## src/rtl/heartbeat_framed.sv

```systemverilog
// Frame-based heartbeat beacon: sync 1100, frame counter MSB-first, even parity, idle-low gap.
// Half-bit slot length is div+1 clocks; line code is Manchester (mode=0) or NRZ (mode=1).
module heartbeat_framed #(
   parameter int WIDTH     = 8,
   parameter int DIV_WIDTH = 8,
   parameter int GAP       = 2
) (
   input  logic                 clk,
   input  logic                 rst_n,
   input  logic                 ena,
   input  logic [DIV_WIDTH-1:0] div,
   input  logic                 mode,
   output logic                 signal,
   output logic                 frame_start,
   output logic                 busy,
   output logic [WIDTH-1:0]     count
);
   localparam int MAXSLOT = (WIDTH > GAP) ? 2 * WIDTH : 2 * GAP;
   localparam int SLOT_W  = $clog2(MAXSLOT + 1);
   localparam logic [SLOT_W-1:0] SYNC_LAST = SLOT_W'(3);
   localparam logic [SLOT_W-1:0] DATA_LAST = SLOT_W'(2 * WIDTH - 1);
   localparam logic [SLOT_W-1:0] PAR_LAST  = SLOT_W'(1);
   localparam logic [SLOT_W-1:0] GAP_LAST  = SLOT_W'(2 * GAP - 1);

   typedef enum logic [2:0] {
      S_IDLE   = 3'd0,
      S_SYNC   = 3'd1,
      S_DATA   = 3'd2,
      S_PARITY = 3'd3,
      S_GAP    = 3'd4
   } state_t;

   state_t               r_state, w_state_nxt;
   logic [SLOT_W-1:0]    r_slot, w_slot_nxt;
   logic [DIV_WIDTH-1:0] r_presc, w_presc_nxt;
   logic [WIDTH-1:0]     r_shift, w_shift_nxt;
   logic [WIDTH-1:0]     r_count, w_count_nxt;
   logic                 r_par, w_par_nxt;
   logic                 r_mode, w_mode_nxt;
   logic                 r_signal, w_signal_nxt;
   logic                 r_fs, w_fs_nxt;
   logic                 r_busy, w_busy_nxt;
   logic                 w_tick, w_last, w_bit;

   // The >= compare lets a lowered div end the current slot at once instead of wrapping.
   assign w_tick = (r_state != S_IDLE) && (r_presc >= div);

   // Last-slot flag for the active state.
   always_comb begin
      w_last = 1'b0;
      case (r_state)
         S_SYNC:   w_last = (r_slot == SYNC_LAST);
         S_DATA:   w_last = (r_slot == DATA_LAST);
         S_PARITY: w_last = (r_slot == PAR_LAST);
         S_GAP:    w_last = (r_slot == GAP_LAST);
         default:  w_last = 1'b0;
      endcase
   end

   // State register.
   always_ff @(posedge clk or negedge rst_n) begin
      if (!rst_n) begin
         r_state <= S_IDLE;
         r_slot  <= '0;
      end else begin
         r_state <= w_state_nxt;
         r_slot  <= w_slot_nxt;
      end
   end

   // Next-state and slot-index logic.
   always_comb begin
      w_state_nxt = r_state;
      w_slot_nxt  = r_slot;
      case (r_state)
         S_IDLE: begin
            w_slot_nxt = '0;
            if (ena) begin
               w_state_nxt = S_SYNC;
            end else begin
               w_state_nxt = S_IDLE;
            end
         end
         S_SYNC, S_DATA, S_PARITY, S_GAP: begin
            if (w_tick && w_last) begin
               w_slot_nxt = '0;
               case (r_state)
                  S_SYNC:   w_state_nxt = S_DATA;
                  S_DATA:   w_state_nxt = S_PARITY;
                  S_PARITY: w_state_nxt = S_GAP;
                  default:  w_state_nxt = S_IDLE;
               endcase
            end else if (w_tick) begin
               w_slot_nxt = r_slot + SLOT_W'(1);
            end else begin
               w_slot_nxt = r_slot;
            end
         end
         default: begin
            w_state_nxt = S_IDLE;
            w_slot_nxt  = '0;
         end
      endcase
   end

   // Datapath next values; the line value is derived from the state/slot being entered.
   always_comb begin
      w_presc_nxt = ((r_state == S_IDLE) || w_tick) ? '0 : r_presc + DIV_WIDTH'(1);
      w_shift_nxt = r_shift;
      w_par_nxt   = r_par;
      w_mode_nxt  = r_mode;
      w_count_nxt = r_count;
      if ((r_state == S_IDLE) && ena) begin
         w_shift_nxt = r_count;
         w_par_nxt   = 1'b0;
         w_mode_nxt  = mode;
      end else if ((r_state == S_DATA) && w_tick && r_slot[0]) begin
         w_shift_nxt = r_shift << 1;
         w_par_nxt   = r_par ^ r_shift[WIDTH-1];
      end else begin
         w_shift_nxt = r_shift;
      end
      if ((r_state == S_GAP) && w_tick && w_last) begin
         w_count_nxt = r_count + WIDTH'(1);
      end else begin
         w_count_nxt = r_count;
      end
      w_bit = w_shift_nxt[WIDTH-1];
      case (w_state_nxt)
         S_SYNC:   w_signal_nxt = (w_slot_nxt < SLOT_W'(2));
         S_DATA:   w_signal_nxt = (!w_slot_nxt[0] && !w_mode_nxt) ? ~w_bit : w_bit;
         S_PARITY: w_signal_nxt = (!w_slot_nxt[0] && !w_mode_nxt) ? ~w_par_nxt : w_par_nxt;
         default:  w_signal_nxt = 1'b0;
      endcase
      w_fs_nxt   = (r_state == S_IDLE) && ena;
      w_busy_nxt = (w_state_nxt != S_IDLE);
   end

   // Datapath and output registers.
   always_ff @(posedge clk or negedge rst_n) begin
      if (!rst_n) begin
         r_presc  <= '0;
         r_shift  <= '0;
         r_par    <= 1'b0;
         r_mode   <= 1'b0;
         r_count  <= '0;
         r_signal <= 1'b0;
         r_fs     <= 1'b0;
         r_busy   <= 1'b0;
      end else begin
         r_presc  <= w_presc_nxt;
         r_shift  <= w_shift_nxt;
         r_par    <= w_par_nxt;
         r_mode   <= w_mode_nxt;
         r_count  <= w_count_nxt;
         r_signal <= w_signal_nxt;
         r_fs     <= w_fs_nxt;
         r_busy   <= w_busy_nxt;
      end
   end

   assign signal      = r_signal;
   assign frame_start = r_fs;
   assign busy        = r_busy;
   assign count       = r_count;
endmodule

```

## config.mk

```make
export PLATFORM = sky130hd
export DESIGN_NAME = heartbeat_framed
export DESIGN_NICKNAME = d
export VERILOG_FILES = /design/src/rtl/heartbeat_framed.sv
export SDC_FILE = /design/constraint.sdc
export NUM_CORES = 1
export LEC_CHECK = 0
export ABC_CLOCK_PERIOD_IN_PS = 2300
export BUFFER_PORTS_ARGS = -buffer_cell sky130_fd_sc_hd__buf_2
export CAP_MARGIN = 5
export CORE_ASPECT_RATIO = 0.6
export CORE_UTILIZATION = 52
export CTS_CLUSTER_DIAMETER = 30
export CTS_CLUSTER_SIZE = 20
export DETAILED_ROUTE_END_ITERATION = 10
export PLACE_DENSITY_LB_ADDON = 0.3
export SLEW_MARGIN = 30
export SYNTH_ARGS = -nofsm -noshare
export SYNTH_HDL_FRONTEND = slang
export SYNTH_SLANG_ARGS = --single-unit
```

## constraint.sdc

```tcl
create_clock -name clk -period 2.3 [get_ports clk]
set_input_delay 0.115 -clock clk [delete_from_list [all_inputs] [get_ports clk]]
set_output_delay 0.115 -clock clk [all_outputs]
set_load 0.01 [all_outputs]
```

# Yosys cells after proc, flatten, opt, wreduce, memory -nomap -nowiden
# Cells that the tools add are included.
# W data, S select, Z words.
[word_totals]
word_cells = 63
in_bits = 12
output_inout_bits = 11
ff_bits = 37
[op_classes]
n_lt_le_gt_ge = 2
n_mux = 17
eq_ne = 10
n_reduce_logical = 17
addsub = 3
bitwise_logic = 3
[op_table]
columns = ["cell", "n"]
rows = [
  ["$mux W8", 3],
  ["$add A8 B1 Y8 const B", 2],
  ["$mux W5", 3],
  ["$eq A3 B2 Y1 const B", 4],
  ["$pmux W3 S3", 1],
  ["$ge A8 B8 Y1", 1],
  ["$logic_and A1 B1 Y1", 8],
  ["$eq A3 B1 Y1 const B", 2],
  ["$mux W1", 6],
  ["$pmux W1 S3", 2],
  ["$pmux W3 S2", 1],
  ["$reduce_bool A3 Y1", 2],
  ["$add A5 B1 Y5 const B", 1],
  ["$eq A5 B1 Y1 const B", 1],
  ["$eq A5 B2 Y1 const B", 1],
  ["$eq A5 B4 Y1 const B", 1],
  ["$lt A5 B2 Y1 const B", 1],
  ["$reduce_or A4 Y1", 1],
  ["$eq A3 B3 Y1 const B", 1],
  ["$logic_not A3 Y1", 1],
  ["$mux W3", 1],
  ["$logic_not A1 Y1", 2],
  ["$not A1 Y1", 2],
  ["$reduce_bool A2 Y1", 1],
  ["3 further kinds", 3],
]

# Depth between registers and ports, before layout
# Gate-level depths: netlist of run 1.
[logic_depth]
ltp_word = 10
ltp_mapped = 11
mapped_depth_nobuf = 10

# Least setup slack after synthesis of run 1
# OpenSTA, ideal clock, no wires.
[synth_timing]
kind = "register to register"
start = "register r_state[0]"
end = "register r_count[5] (netlist: count[5])"
period_less_slack_ns = 2.350
path_stages_with_launch = 10
arrival_time_ns = 2.223
setup_slack_ns = -0.050
required_time_ns = 2.173
setup_time_ns = 0.127
cell_sequence = "dfrtp_1 buf_6 inv_2 or4_4 a2111oi_4 o21ai_2 nor2_4 and4_1 nand3_1 xnor2_1"
[synth_via]
elab_chain_cells = 4
elab_cells_between_ends = 10
cone_classes = "eq/ne: 4; mux: 1; reduce/logical: 5"
[synth_rtl]
columns = ["item", "line", "rtl"]
rows = [
  ["start, declared", "33", "state_t r_state, w_state_nxt;"],
  ["start signal, assigned", "66", "r_state <= w_state_nxt;"],
  ["$eq A3 B3 Y1, or another cell as far along", "51, 123", ""],
  ["$reduce_or A2 Y1 (no source line) or $logic_and A1 B1 Y1 (tied branches)", "n/a", ""],
  ["$pmux W1 S3 or $logic_and A1 B1 Y1 (tied branches)", "51, 123", ""],
  ["$logic_and A1 B1 Y1 *", "123", "if ((r_state == S_GAP) && w_tick && w_last) begin"],
  ["end signal, assigned", "155", "r_count <= w_count_nxt;"],
  ["end, declared", "37", "logic [WIDTH-1:0] r_count, w_count_nxt;"],
]
# Mark *: on every way between the ends. The rest lies on a longest branch, timed or not.
# A chain may end at the register's enable or synchronous reset.

# Final worst setup path of run 1
[layout_timing]
start = "register r_state[2]"
end = "register r_signal (netlist: signal)"
[layout_via]
elab_cells_between_ends = 37
cone_classes = "order compare: 1; eq/ne: 7; mux: 15; bitwise: 2; reduce/logical: 12"
[layout_rtl]
columns = ["item", "line", "rtl"]
rows = [
  ["$eq A3 B3 Y1 or $eq A3 B1 Y1 (tied branches)", "51, 75, 87", ""],
  ["$reduce_or A2 Y1 (no source line)", "n/a", ""],
  ["$pmux W1 S3", "51", "case (r_state)"],
  ["$logic_and A1 B1 Y1", "85", "if (w_tick && w_last) begin"],
  ["$mux W3", "85", ""],
  ["$pmux W3 S2 *", "75", "case (r_state)"],
  ["net w_state_nxt[0]", "33", ""],
  ["$eq A3 B2 Y1 or $eq A3 B1 Y1 (tied branches)", "129", "case (w_state_nxt)"],
  ["$pmux W1 S3 *", "129", ""],
  ["net w_signal_nxt", "40", "logic r_signal, w_signal_nxt;"],
  ["end signal, assigned", "156", "r_signal <= w_signal_nxt;"],
  ["end, declared", "40", ""],
]
# Mark *: on every way through the listed nets, which the timed path passes. The rest lies on a longest branch. The select of a mux whose other input is x is not followed.

==> results of run 1 <==
-- worst reg2reg max path, delay by kind of cell, from the launching register on --
family	cells	cell delay [ns]
AO/OA/AOI/OAI	4	0.92
AND/OR/NAND/NOR	1	0.55
flip-flops	1	0.43
XOR/XNOR	1	0.15
multiplexers	1	0.29
-- cell families after synthesis --
| group | after synthesis |
|---|---|
| compound gates | 36 |
| xor+xnor | 21 |
| buf+inv | 20 |
| fa+ha+maj | 11 |
| simple gates | 77 |
| flops | 37 |
| mux | 10 |
-- flip-flops by register name, indices dropped and copies added (netlist names) --
name         cells
signal           1
r_slot           5
r_par            1
count            8
r_state          3
r_shift          8
r_mode           1
busy             1
r_presc          8
frame_start      1
-- layer usage --
layer,vias to the layer above,track usage [%],share of wire [%]
li1,813,-,-
met1,754,34.51,54
met2,38,31.84,41
met3,2,5.654,4.6
met4,0,9.040,0.37
met5,-,0,0
-- power by group through the flow --
stage | clock (µW) | combinational (µW) | sequential [µW]
after floorplan | 0 | 602 | 867
after global placement | 0 | 837 | 863
after detailed placement | 0 | 864 | 865
after CTS | 452 | 870 | 858
after global routing | 488 | 1000 | 877
final | 444 | 889 | 861
-- through the flow --
step	utilization (%)	setup slack, ns	TNS, ns	total power, µW
final	66.71	-0.09776	-0.1544	2195
after floorplan	-	0.003555	0	1469
after global routing	66.71	-0.1994	-0.4439	2368
after global placement	62.37	0.03941	0	1700
after detailed placement	62.37	-0.04002	-0.07927	1729
after CTS	65.47	-0.06633	-0.08148	2180
-- cell type report --
class,count,area share (%)
Multi-Input combinational cell,155,44.19
Sequential cell,37,37.07
Timing Repair Buffer,43,10.97
Clock buffer,6,2.906
Tap cell,47,2.355
Inverter,14,2.104
Clock inverter,2,0.4008
-- layout by cell type, fill, tap and decap left out, drive strengths merged --
cell type    synthesis  routed
nand3b               1       1
nand2               24      24
a31oi                1       1
o2bb2ai              1       1
clkinv               0       2
and4                 1       1
o21a                 2       2
clkbuf               2       6
dlygate4sd3          0       1
nand3               10      10
buf                  4      42
dfrtp               37      37
mux2i                9       9
or4                  2       2
and2                 1       1
and3                 3       3
a21oi               10      10
ha                  11      11
o211a                2       2
a21boi               1       1
o211ai               3       3
a211oi               1       1
nor2b                1       1
a2111oi              1       1
mux2                 1       1
xor2                 9       9
nor3                 2       2
xnor2               12      12
o21ai               12      12
inv                 14      14
o41ai                1       1
o31ai                1       1
nor2                22      22
nand4                5       5
nand2b               2       2
nor4b                1       1
or3                  1       1
and4b                1       1
-- worst min path at each step --
stage                  to  cells after the start
5_1_grt            r_mode                      3
3_5_place_dp   r_presc[2]                      1
2_1_floorplan        busy                      0
3_3_place_gp   r_presc[2]                      1
6_report           r_mode                      3
4_1_cts            r_mode                      3
-- timing repair --
action / 4_1_cts / 5_1_grt
pin swaps: 3 / 5
setup buffers: 0 / 3
endpoints found under the setup margin: 5 / 7
endpoints found under the hold margin: 37 / 0
hold buffers: 1 / 0
resized for setup: 5 / 6
cloned: 0 / 0
==> impl_metrics.env, run 1 <==
export IMPL_post_route_drc_count=0
export IMPL_p_switching_uw=815.3
export IMPL_ys_top_cells_by_area="dfrtp_1 (45%), ha_1 (6.6%), xnor2_1 (5.1%)"
export IMPL_die_h_um=50.96
export IMPL_p_comb_share_pct=40.5
export IMPL_criticalPathCategory="reg2reg"
export IMPL_routed_wl_um=4363
export IMPL_synth_top_area_share_pct=44.58
export IMPL_synth_simple_area_share_pct=18.13
export IMPL_clock_latency_ns=0.29
export IMPL_rows=17
export IMPL_avgSynthCellArea_um2=9.797
export IMPL_worstMarginPinSlew_ns=0.8203
export IMPL_yosysWarnings=0
export IMPL_setup_ws_ns=-0.09776
export IMPL_hold_class="in2reg"
export IMPL_yosys_area_top_type="dfrtp_1"
export IMPL_port_buffers=22
export IMPL_p_int_uw=1380
export IMPL_arrival_ns=2.61
export IMPL_r2r_setup_slack_ns=-0.1
export IMPL_drtAntennaViolNets=0
export IMPL_start_kind="register"
export IMPL_post_dp_cell_area_mm2=0.002335
export IMPL_p_per_area_mw_per_mm2=878.9
export IMPL_multi_input_area_mm2=0.001104
export IMPL_syn_area_mm2=0.002077
export IMPL_drt_iter0_drc=88
export IMPL_core_area_mm2=0.003744
export IMPL_clock_fmax_ghz=0.4171
export IMPL_r2r_end="signal"
export IMPL_cts_root_buf="clkbuf_8"
export IMPL_clkSinkCount=37
export IMPL_timing_critical_path_fanout_max=5
export IMPL_cp_data_required_time_ns=2.52
export IMPL_grt_pass1_wl_um=7479
export IMPL_crit_cells=7
export IMPL_cp_slowest_stage_delay_ns=0.54
export IMPL_die_area_mm2=0.004259
export IMPL_end_kind="register"
export IMPL_critPathSlowestCell="or4_4"
export IMPL_max_cap_violations=0
export IMPL_seq_area_um2=925.9
export IMPL_n_fill_cell=310
export IMPL_dp_cells=292
export IMPL_grt_pass1_vias=1576
export IMPL_yosysMostFrequentCell="dfrtp_1"
export IMPL_cp_cell_sequence="or4_4 -> a2111oi_4 -> o211ai_2 -> a211oi_2 -> mux2i_1 -> xnor2_1 -> o2bb2ai_1"
export IMPL_pwr_share_clk_pct=20.3
export IMPL_switching_share_pct=37.14
export IMPL_fin_area_mm2=0.002497
export IMPL_yosys_mux_area_fraction_pct=4.880
export IMPL_power_frac_seq_pct=39.2
export IMPL_r2r_start="r_state[2]"
export IMPL_grt_antenna_before_repair=0
export IMPL_overflow=0
export IMPL_clockBufferDepth=2
export IMPL_crit_start="r_state[2]"
export IMPL_post_route_min_period_ns=2.398
export IMPL_worst_r2r_cell_count=7
export IMPL_synth_cells=212
export IMPL_min_delay_start="mode"
export IMPL_clk_pin_slew_worst_paths_ns=0.07
export IMPL_ys_seq_area_share_pct=44.58
export IMPL_detail_route_first_pass_iterations=4
export IMPL_drive_gt1_share_pct=26.07
export IMPL_htree_levels=2
export IMPL_crit_buf_inv=0
export IMPL_relSlewSlack_pct=45.31
export IMPL_final_nets=279
export IMPL_synth_adder_area_share_pct=6.627
export IMPL_antenna_cells=0
export IMPL_cts_tree="done"
export IMPL_rsz0062_at_grt="true"
export IMPL_die_x_um=83.59
export IMPL_fin_worst_skew_ns=0.005116
export IMPL_final_cells=304
export IMPL_endpoint="signal"
export IMPL_violations="setup timing"
export IMPL_synth_xor_area_share_pct=8.855
export IMPL_status="finished, violations left"
export IMPL_yosys_top_cells_count="dfrtp_1 (37), nand2_1 (24), nor2_1 (21), inv_1 (13), xnor2_1 (12)"
export IMPL_synth_edf_count=0
export IMPL_ys_seq_elements=37
export IMPL_synth_top_family_by_area="simple AND/OR/NAND/NOR gates"
export IMPL_ir_drop_mv=0.6142
export IMPL_holdWs_ns=0.05094
export IMPL_p_leak_uw=0.001249
export IMPL_drv_slew=0
export IMPL_grt_usage_pct=23.07
export IMPL_dp_hpwl_um=3212
export IMPL_ys_async_sr_fraction_pct=100.0
export IMPL_finalSetupViolations=4
export IMPL_synth_compound_area_share_pct=12.53
export IMPL_cts_buffers=5
export IMPL_syn_to_final_growth_pct=20.24
export IMPL_synthDistinctLibCells=44
export IMPL_start_util_pct=55.48
export IMPL_fin_crit_sh_pct=104.3
export IMPL_pin_count=23
export IMPL_synth_ff_type="dfrtp_1"
export IMPL_path_delay_family="compound AO/OA/AOI/OAI gates"
export IMPL_vias_per_cell=5.286
export IMPL_synth_fp_nets=235
export IMPL_vias=1607
export IMPL_grt_max_degree=38
export IMPL_gp_congestion=0.8677
export IMPL_detail_route_wl_per_cell_um=14.35
export IMPL_hold_violations=0
Power figures use the tool's default switching activity.
==> inputs of run 2 (changes only) <==
- CTS_BUF_LIST: not set -> sky130_fd_sc_hd__clkbuf_16
==> impl_metrics.env, run 2 (synthesized netlist as in run 1, its figures left out) <==
export IMPL_status="finished, violations left"
export IMPL_violations="setup timing"
export IMPL_syn_to_final_growth_pct=21.81
export IMPL_grt_pass1_wl_um=7879
export IMPL_final_cells=302
export IMPL_worstMarginPinSlew_ns=0.8311
export IMPL_clock_latency_ns=0.27
export IMPL_overflow=0
export IMPL_drv_slew=0
export IMPL_start_util_pct=55.48
export IMPL_antenna_cells=0
export IMPL_routed_wl_um=4525
export IMPL_detail_route_wl_per_cell_um=14.98
export IMPL_clkSinkCount=37
export IMPL_pin_count=23
export IMPL_clk_pin_slew_worst_paths_ns=0.06
export IMPL_rsz0062_at_grt="true"
export IMPL_cts_tree="done"
export IMPL_cp_data_required_time_ns=2.50
export IMPL_crit_buf_inv=0
export IMPL_end_kind="register"
export IMPL_max_cap_violations=0
export IMPL_htree_levels=2
export IMPL_gp_congestion=0.8677
export IMPL_cts_root_buf="clkbuf_16"
export IMPL_vias=1635
export IMPL_criticalPathCategory="reg2reg"
export IMPL_relSlewSlack_pct=44.60
export IMPL_cts_buffers=5
export IMPL_die_h_um=50.96
export IMPL_vias_per_cell=5.414
export IMPL_final_nets=277
export IMPL_p_per_area_mw_per_mm2=941.8
export IMPL_hold_violations=0
export IMPL_post_route_min_period_ns=2.444
export IMPL_die_area_mm2=0.004259
export IMPL_timing_critical_path_fanout_max=5
export IMPL_final_common_cell="dfrtp_1"
export IMPL_rows=17
export IMPL_final_cell_mix="dfrtp_1 (37), nand2_1 (24), buf_2 (22)"
export IMPL_drive_gt1_share_pct=24.71
export IMPL_fin_worst_skew_ns=0.001736
export IMPL_clock_fmax_ghz=0.4091
export IMPL_pre_cts_ws_ns=-0.04002
export IMPL_cp_cell_sequence="or4_4 -> a2111oi_4 -> o211ai_2 -> a211oi_2 -> mux2i_1 -> xnor2_1 -> o2bb2ai_1"
export IMPL_cp_slowest_stage_delay_ns=0.55
export IMPL_post_route_util_pct=67.58
export IMPL_setup_ws_ns=-0.1443
export IMPL_grt_max_degree=38
export IMPL_start_kind="register"
export IMPL_post_route_drc_count=0
export IMPL_r2r_setup_slack_ns=-0.14
export IMPL_critPathSlowestCell="or4_4"
export IMPL_grt_usage_pct=24.18
export IMPL_detail_route_first_pass_iterations=4
export IMPL_grt_antenna_before_repair=0
export IMPL_grt_pass1_vias=1654
export IMPL_core_area_mm2=0.003744
export IMPL_p_leak_uw=0.001266
export IMPL_drtAntennaViolNets=0
export IMPL_dp_hpwl_um=3212
export IMPL_power_total_uw=2383
export IMPL_arrival_ns=2.64
export IMPL_fin_crit_sh_pct=106.3
export IMPL_clockBufferDepth=2
export IMPL_drt_iter0_drc=82
export IMPL_ir_drop_mv=0.6032
export IMPL_dp_cells=292
export IMPL_finalSetupViolations=6
export IMPL_hold_class="in2reg"
export IMPL_path_delay_family="compound AO/OA/AOI/OAI gates"
export IMPL_die_x_um=83.59
export IMPL_port_buffers=22
-- run 2: per-layer routing --
| layer | share of wire (%) | vias up | wire length (µm) | track usage [%] |
|---|---|---|---|---|
| met2 | 42 | 36 | 1887 | 36.18 |
| li1 | - | 816 | - | - |
| met3 | 4.4 | 6 | 201 | 5.654 |
| met5 | 0 | - | 0 | 0 |
| met1 | 53 | 777 | 2384 | 35.55 |
| met4 | 1.1 | 0 | 51 | 5.932 |
-- run 2: power breakdown --
| group | total [µW] | leakage [µW] | switching, µW | internal (µW) |
|---|---|---|---|---|
| clock network | 645 | 0.0000748 | 251 | 393 |
| registers | 862 | 0.000489 | 93.5 | 768 |
| logic | 876 | 0.000702 | 483 | 393 |
-- run 2: timing repair --
item	CTS	global route
pin swaps	2	1
resized for setup	7	1
hold buffers	1	0
buffers inserted	1	0
setup endpoints to repair	5	8
endpoints found under the hold margin	37	0
-- run 2: path summary, 6_finish.rpt --
path	from	endpoint	cells after the start
worst max-delay path	r_state[2]	signal	7
worst min-delay path	mode	r_mode	3
worst max register to register	r_state[2]	signal	7
worst min register to register	r_par	r_par	1
max in group asynchronous	rst_n	count[1]	2
min in group asynchronous	rst_n	r_presc[2]	2
-- run 2: layout make-up --
| cell class | count | area [µm²] |
|---|---|---|
| fill | 302 | 1214 |
| multi-input combinational | 155 | 1095 |
| sequential | 37 | 925.9 |
| timing repair buffer | 41 | 259.0 |
| clock buffer | 5 | 125.1 |
| tap | 47 | 58.81 |
| inverter | 14 | 52.55 |
| clock inverter | 3 | 13.76 |
-- run 2: per-stage QoR --
step / hold WS (ns) / area [µm²] / TNS [ns]
2_1_floorplan: -0.1806 / 2078 / 0
3_3_place_gp: 0.2533 / 2335 / 0
3_5_place_dp: 0.2587 / 2335 / -0.07927
4_1_cts: 0.07152 / 2522 / -0.2772
5_1_grt: 0.08319 / 2530 / -0.8405
6_report: 0.07179 / 2530 / -0.3997
-- run 2: worst min-delay path: cells and delay by family --
family	cells	cell delay, ns
buf+inv	1	0.08
simple gates	2	0.11
==> inputs of run 3 (changes only) <==
- CELL_PAD_IN_SITES_DETAIL_PLACEMENT: not set -> 1
- CELL_PAD_IN_SITES_GLOBAL_PLACEMENT: not set -> 2
- CORE_UTILIZATION: 52 -> 33
- RECOVER_POWER: not set -> 50
==> impl_metrics.env, run 3 (synthesized netlist as in run 1, its figures left out) <==
export IMPL_status="finished, violations left"
export IMPL_violations="setup timing"
export IMPL_overflow=0
export IMPL_r2r_end="signal"
export IMPL_die_h_um=63.45
export IMPL_p_switching_uw=889.2
export IMPL_post_route_util_pct=45.40
export IMPL_die_area_mm2=0.006625
export IMPL_clk_pin_slew_worst_paths_ns=0.06
export IMPL_grt_pass1_vias=1696
export IMPL_cp_data_required_time_ns=2.50
export IMPL_p_int_uw=1602
export IMPL_drt_iter0_drc=42
export IMPL_start_util_pct=35.77
export IMPL_n_fill_cell=666
export IMPL_worst_r2r_cell_count=7
export IMPL_syn_to_final_growth_pct=26.93
export IMPL_dp_cells=329
export IMPL_vias=1623
export IMPL_end_kind="register"
export IMPL_post_route_min_period_ns=2.376
export IMPL_relSlewSlack_pct=37.20
export IMPL_worstMarginPinSlew_ns=0.9420
export IMPL_p_per_area_mw_per_mm2=945.0
export IMPL_cts_tree="done"
export IMPL_setup_ws_ns=-0.07556
export IMPL_detail_route_first_pass_iterations=4
export IMPL_cts_buffers=5
export IMPL_p_leak_uw=0.001280
export IMPL_finalSetupViolations=4
export IMPL_max_cap_violations=0
export IMPL_gp_congestion=0.8334
export IMPL_final_cell_mix="dfrtp_1 (37), nand2_1 (24), nor2_1 (21), buf_4 (21), buf_2 (20)"
export IMPL_r2r_start="r_state[2]"
export IMPL_crit_start="r_state[2]"
export IMPL_rsz0062_at_grt="true"
export IMPL_clock_latency_ns=0.28
export IMPL_routed_wl_um=5218
export IMPL_clock_fmax_ghz=0.4210
export IMPL_p_comb_share_pct=39.3
export IMPL_vias_per_cell=4.788
export IMPL_dp_hpwl_um=3981
export IMPL_grt_antenna_before_repair=0
export IMPL_drv_slew=0
export IMPL_htree_levels=2
export IMPL_criticalPathCategory="reg2reg"
export IMPL_ir_drop_mv=0.3564
export IMPL_timing_critical_path_fanout_max=5
export IMPL_pre_cts_ws_ns=-0.02036
export IMPL_clkSinkCount=37
export IMPL_core_area_mm2=0.005807
export IMPL_switching_share_pct=35.69
export IMPL_pwr_share_clk_pct=26.5
export IMPL_antenna_cells=0
export IMPL_hold_class="in2reg"
export IMPL_grt_max_degree=38
export IMPL_grt_usage_pct=17.18
export IMPL_seq_area_um2=925.9
export IMPL_timing_setup_tns_ns=-0.1716
export IMPL_endpoint="signal"
export IMPL_power_frac_seq_pct=34.2
export IMPL_port_buffers=22
export IMPL_final_nets=281
export IMPL_post_route_drc_count=0
export IMPL_pin_count=23
export IMPL_final_cells=339
export IMPL_final_common_cell="dfrtp_1"
export IMPL_rows=21
export IMPL_detail_route_wl_per_cell_um=15.39
export IMPL_die_x_um=104.4
export IMPL_arrival_ns=2.57
export IMPL_drive_gt1_share_pct=26.64
export IMPL_fin_worst_skew_ns=0.006913
export IMPL_r2r_setup_slack_ns=-0.08
export IMPL_multi_input_area_mm2=0.001127
export IMPL_start_kind="register"
export IMPL_clockBufferDepth=2
export IMPL_grt_pass1_wl_um=8694
export IMPL_fin_crit_sh_pct=103.3
export IMPL_hold_violations=0
export IMPL_cts_root_buf="clkbuf_16"
export IMPL_drtAntennaViolNets=0
-- run 3: how the worst min path moves through the flow --
stage / start / endpoint / cells after the start
after global placement: rst_n / r_presc[4] / 1
final: mode / r_mode / 3
after CTS: mode / r_mode / 3
after detailed placement: rst_n / r_presc[4] / 1
after global routing: mode / r_mode / 3
after floorplan: rst_n / busy / 0
-- run 3: stage by stage --
step	cell area, µm²	hold WS, ns	total power, µW
2_1_floorplan	2078	-0.1806	1469
4_1_cts	2571	0.06900	2488
6_report	2636	0.06121	2491
5_1_grt	2636	0.08806	2671
3_5_place_dp	2406	0.2764	1809
3_3_place_gp	2406	0.2756	1781
-- run 3: critical path, stage by stage, from the launching register on --
cell and delay [ns]:
dfrtp_1 0.42, or4_4 0.54, a2111oi_4 0.38, o211ai_2 0.16
a211oi_4 0.25, mux2i_1 0.24, xnor2_1 0.14, o2bb2ai_1 0.14
-- run 3: what timing repair did --
action,4_1_cts,5_1_grt
hold buffers,1,0
buffers inserted,0,1
setup endpoints to repair,4,10
gates resized for setup,3,11
pin swaps,3,5
endpoints found under the hold margin,37,0
-- run 3: routing by layer --
metal	global-route usage, %	share of wire [%]	wire, µm	up-vias
met4	2.679	0.21	11	0
met5	0	0	0	-
met1	26.82	58	3008	780
li1	-	-	-	823
met2	23.92	39	2059	18
met3	4.037	2.6	138	2
-- run 3: final cells by class --
type,count,area share [%]
inverter,14,1.993
timing repair buffer,45,10.92
multi-input combinational,155,42.76
tap,80,3.797
clock inverter,3,0.6645
clock buffer,5,4.746
sequential,37,35.12
-- run 3: power by group through the flow --
stage                     sequential, µW  combinational [µW]  clock [µW]
after global placement               853                 928           0
after global routing                 866                1100         705
after floorplan                      867                 602           0
final                                851                 980         660
after detailed placement             860                 949           0
after CTS                            848                 959         681
